**src/rtl/ramfifo_read_sched.sv**
```systemverilog
// Round-robin read scheduler for the multi-context RAM FIFO; 1-cycle grant-to-out_valid latency.
// Backpressure: no read is issued while out_valid is held and out_ready is low; a drain FSM empties all contexts on request.
module ramfifo_read_sched #(
    parameter int WIDTH   = 36,
    parameter int LOG_CTX = 3,
    localparam int NUM_CTX = 1 << LOG_CTX
) (
    input  logic                     clock,
    input  logic                     reset,
    input  logic                     enable,
    input  logic [NUM_CTX-1:0]       ctx_mask,
    input  logic [NUM_CTX-1:0]       fifo_has_data,
    input  logic [NUM_CTX-1:0]       fifo_empty,
    input  logic [NUM_CTX*WIDTH-1:0] fifo_data,
    output logic [LOG_CTX-1:0]       fifo_rcc_id,
    output logic                     fifo_read,
    output logic [WIDTH-1:0]         out_data,
    output logic [LOG_CTX-1:0]       out_ctx,
    output logic                     out_valid,
    input  logic                     out_ready,
    input  logic                     drain_req,
    output logic                     drain_done,
    output logic                     busy
);

    typedef enum logic [1:0] {RUN, DRAIN, DONE} state_t;

    state_t               state;
    logic [LOG_CTX-1:0]   rr_ptr;
    logic [NUM_CTX-1:0]   cand;
    logic [NUM_CTX-1:0]   rot;
    logic [LOG_CTX-1:0]   start;
    logic [LOG_CTX-1:0]   offs;
    logic [LOG_CTX-1:0]   grant;
    logic                 hit;
    logic                 slot;
    logic                 take;

    always_comb begin
        case (state)
            RUN:     cand = fifo_has_data & ctx_mask;
            DRAIN:   cand = fifo_has_data;
            default: cand = '0;
        endcase
    end

    // Rotate candidates so bit 0 is the context just after the last grant.
    assign start = rr_ptr + LOG_CTX'(1);

    always_comb begin
        rot = '0;
        for (int i = 0; i < NUM_CTX; i++) begin
            rot[i] = cand[start + LOG_CTX'(i)];
        end
    end

    always_comb begin
        hit  = 1'b0;
        offs = '0;
        for (int i = NUM_CTX - 1; i >= 0; i--) begin
            if (rot[i]) begin
                hit  = 1'b1;
                offs = LOG_CTX'(i);
            end
        end
    end

    assign grant       = start + offs;
    assign slot        = enable & (~out_valid | out_ready);
    assign take        = reset & slot & hit;
    assign fifo_read   = take;
    assign fifo_rcc_id = take ? grant : rr_ptr;
    assign busy        = (state == DRAIN) | out_valid;

    always_ff @(posedge clock or negedge reset) begin
        if (!reset) begin
            state      <= RUN;
            rr_ptr     <= '1;
            out_data   <= '0;
            out_ctx    <= '0;
            out_valid  <= 1'b0;
            drain_done <= 1'b0;
        end else if (enable) begin
            if (take) begin
                out_data  <= fifo_data[grant*WIDTH +: WIDTH];
                out_ctx   <= grant;
                out_valid <= 1'b1;
                rr_ptr    <= grant;
            end else if (out_ready) begin
                out_valid <= 1'b0;
            end

            case (state)
                RUN: begin
                    if (drain_req) state <= DRAIN;
                end
                DRAIN: begin
                    if (!drain_req) begin
                        state <= RUN;
                    end else if ((&fifo_empty) && (cand == '0) &&
                                 (!out_valid || (out_ready && !take))) begin
                        state      <= DONE;
                        drain_done <= 1'b1;
                    end
                end
                DONE: begin
                    if (!drain_req) begin
                        state      <= RUN;
                        drain_done <= 1'b0;
                    end
                end
                default: state <= RUN;
            endcase
        end
    end

endmodule
```
**config.mk**
```make
export PLATFORM = sky130hd
export DESIGN_NAME = ramfifo_read_sched
export DESIGN_NICKNAME = d
export VERILOG_FILES = /design/src/rtl/ramfifo_read_sched.sv
export SDC_FILE = /design/constraint.sdc
export NUM_CORES = 1
export LEC_CHECK = 0
export ABC_AREA = 1
export BUFFER_PORTS_ARGS = -buffer_cell sky130_fd_sc_hd__buf_2
export CAP_MARGIN = 20
export CORE_AREA = 5 5 138 140
export DETAILED_ROUTE_END_ITERATION = 8
export DIE_AREA = 0 0 143 145
export HOLD_SLACK_MARGIN = 0.15
export SLEW_MARGIN = 40
export SYNTH_ARGS = -nofsm -noshare
export SYNTH_HDL_FRONTEND = slang
export SYNTH_SLANG_ARGS = --single-unit
```
**constraint.sdc**
```tcl
create_clock -name clock -period 11.7 [get_ports clock]
set_input_delay 0.585 -clock clock [delete_from_list [all_inputs] [get_ports clock]]
set_output_delay 0.585 -clock clock [all_outputs]
set_load 0.05 [all_outputs]
```
==> impl_results.md <==
- Status: finished, final reports clean
- Dpl cell area: 7070 um2
- Post-route cell area: 7230 um2
- Total wire length: 24.7 mm
- Filler cells: 1945
- Layout area overhead: 38.1%
- Initial Util: 0.296
- Syn Std Cell Area: 5240 um2
- R2r endpoint: out_data[8]
- Drt initial violations: 421
- RSZ-0062 raised after global routing: false
- Multiplexer share of the synthesized area: 0
- Rows: 49
- Startpoint Class: flop
- WL per Instance: 17.7 um
- Total number of yosys warnings: 0
- Worst clock skew: 0.00728 ns
- # setup viols final: 0
- GRT overflow: 0
- Required time worst endpoint: 11.12 ns
- Leading area contributor after synthesis: nand2_1
- Io pins: 363
- Least-Margin Pin Slew: 0.822 ns
- Port Buffer Count: 362
- Post-DP HPWL: 18.8 mm
- Nets: 1483
- Placement Setup Slack: 6.29 ns
- Vias in the first global route: 6905
- Clock Path Buffers: 2
- Die Area: 20700 um2
- Post-CTS Resized: 0
- Post-synthesis sequential area ratio: 0.220
- Setup CP Type: flop to output port
- Syn_area_per_cell: 6.13 um2
- Drt drc: 0
- TritonCTS Sinks: 46
- Worst-Skew Late Latency: 0.30 ns
- CTS clock-pin slew for the worst setup and hold paths: 0.07 ns
- #FFs+latches synth: 46
- Synth Flop Type: dfrtp_1
- Synth Area in Compound Gates: 0.226
- Die H: 145 um
- Final WS setup: 5.87 ns
- Adder-Cell Fraction of Synth Area: 0.0110
- Worst slew margin: 0.452
- Largest net degree at the start of global routing: 84
- TritonCTS Buffers: 5
- Final ANT Viol Nets: 0
- H-tree levels: 2
- Initial antenna violation count: 8
- Tcrit/Tclk final: 0.499
- Final hold violation count: 0
- CTS tree: done
- Area share of xor/xnor cells in the synthesized design: 0.0134
- Synth top cells by count: nand2_1 (396), nand3_1 (95), a21oi_1 (75), a32o_1 (72), dfrtp_1 (43)
- Yosys top cell area share: 0.284
- Crit. End Element: output port
- R2r worst-path depth: 19
- Fin. max-slew vios: 0
- First-pass GRT wire length: 37.7 mm
- Syn Nets: 1176
- Max Cap Viol: 0
- Most numerous cell in the Yosys netlist: nand2_1
- CP max FO: 38
- Fraction of registers with async set/reset: 1.00
- GPL Wtd Cong: 0.892
- Setup_tns: 0 ns
- DR vias: 7224
- Min-Delay Path Class: input port to asynchronous set/reset pin
- Post-Layout Cell Count: 1398
- Largest family of logic cells by synthesized area: simple AND/OR/NAND/NOR gates
- Post-synth EDFFs: 0
- Number of instances in the placed design: 1384
- Hold buffers post-CTS: 0
- Reg2reg start: rr_ptr[0]
- Top cells by area, synth: nand2_1 (28%), dfrtp_1 (21%), a32o_1 (14%), nand3_1 (9.1%), a21oi_1 (7.2%)
- Yosys cell types: 36
- Root Buffer: clkbuf_16
- Via/cell ratio: 5.17
- Post-CTS setup buffers: 0
- Initial DRT Pass Iterations: 5
- Syn Inst Count: 855
- Synth Area in Simple Gates: 0.438
- Horiz. Die Dim: 143 um
- Floorplan Core Area: 17700 um2
- Layout cell share with drive strength beyond 1: 0.359
- Max frequency: 171 MHz
- GRT Util Overall: 0.228
- Reg-to-reg slack, setup: 6.30 ns
- Min Tclk post-route: 5.83 ns
- CP arrival: 5.25 ns
area by class of cell:
class	instances	area, um2	area share
inverters	34	133	0.0183
diodes	6	15.0	0.00208
flip-flops and latches	46	1150	0.160
clock inverters	2	12.5	0.00173
clock buffers	6	139	0.0192
repair buffers	369	1860	0.258
multi-input cells	706	3630	0.502
well taps	229	287	0.0396
flip-flops by register name, summed over array words and instances, names as in the netlist:
register    flops
state           2
drain_done      1
out_ctx         3
out_data       36
out_valid       1
rr_ptr          3
worst max-delay path: stages, from the launching register on:
cell and delay (ns):
dfstp_2 0.71, inv_1 0.27, ha_1 0.67, inv_1 0.20, xor2_1 0.22, nand3_1 0.08
nand2_1 0.08, inv_1 0.06, a21oi_1 0.05, o21ai_0 0.14, nand2_1 0.06, a21boi_0 0.35
ha_4 0.19, inv_1 0.05, fa_2 0.33, xnor2_1 0.23, inv_1 0.08, nand3_2 0.07
buf_4 0.48, nand3_2 0.17, o21ai_1 0.12, buf_2 0.29
kinds of logic (layout without fill, tap and decap cells):
family | Yosys count | in the layout
other | 0 | 6
XOR/XNOR | 5 | 5
AND/OR/NAND/NOR | 536 | 536
AO/OA/AOI/OAI | 161 | 161
adder cells (fa/ha/maj) | 4 | 4
buffers and inverters | 103 | 411
flip-flops | 46 | 46
placed cells by master (no fill, tap or decap), types with 2 or more instances in the layout:
| cell | count |
|---|---|
| nand3_2 | 21 |
| clkbuf_16 | 5 |
| inv_4 | 2 |
| nand2_1 | 395 |
| ha_1 | 2 |
| buf_4 | 7 |
| inv_2 | 4 |
| inv_1 | 28 |
| diode_2 | 6 |
| nand2_2 | 3 |
| o21ai_1 | 3 |
| nand2_4 | 2 |
| buf_2 | 362 |
| dfrtp_1 | 43 |
| a21oi_1 | 75 |
| xor2_1 | 2 |
| dfstp_2 | 3 |
| nor2_1 | 14 |
| o21ai_0 | 6 |
| nand4_1 | 2 |
| nand3_1 | 95 |
| a32o_1 | 72 |
layer usage:
metal | share of wire | GRT usage | wire, um
met4 | 0.028 | 0.0770 | 686
met1 | 0.41 | 0.288 | 10100
met2 | 0.49 | 0.381 | 12000
met3 | 0.077 | 0.0550 | 1910
met5 | 0.0011 | 0 | 28
per-stage QoR:
step	hold slack [ns]	util
2_1_floorplan	0.289	-
3_3_place_gp	0.460	0.398
3_5_place_dp	0.460	0.399
4_1_cts	0.430	0.407
5_1_grt	0.464	0.408
6_report	0.394	0.408
worst max-delay path by stage:
| stage | from | to | slack (ns) | depth (start not counted) |
|---|---|---|---|---|
| 3_3_place_gp | rr_ptr[0] | fifo_rcc_id[2] | 6.33 | 21 |
| 5_1_grt | rr_ptr[0] | fifo_rcc_id[2] | 5.50 | 21 |
| 2_1_floorplan | rr_ptr[0] | fifo_rcc_id[2] | 7.17 | 23 |
| 3_5_place_dp | rr_ptr[0] | fifo_rcc_id[2] | 6.29 | 21 |
| 6_report | rr_ptr[0] | fifo_rcc_id[2] | 5.87 | 21 |
| 4_1_cts | rr_ptr[0] | fifo_rcc_id[2] | 5.88 | 21 |
Power is left out: the tool's default activity adds up to more than one toggle a clock period on the data nets, which glitch-free logic cannot reach.
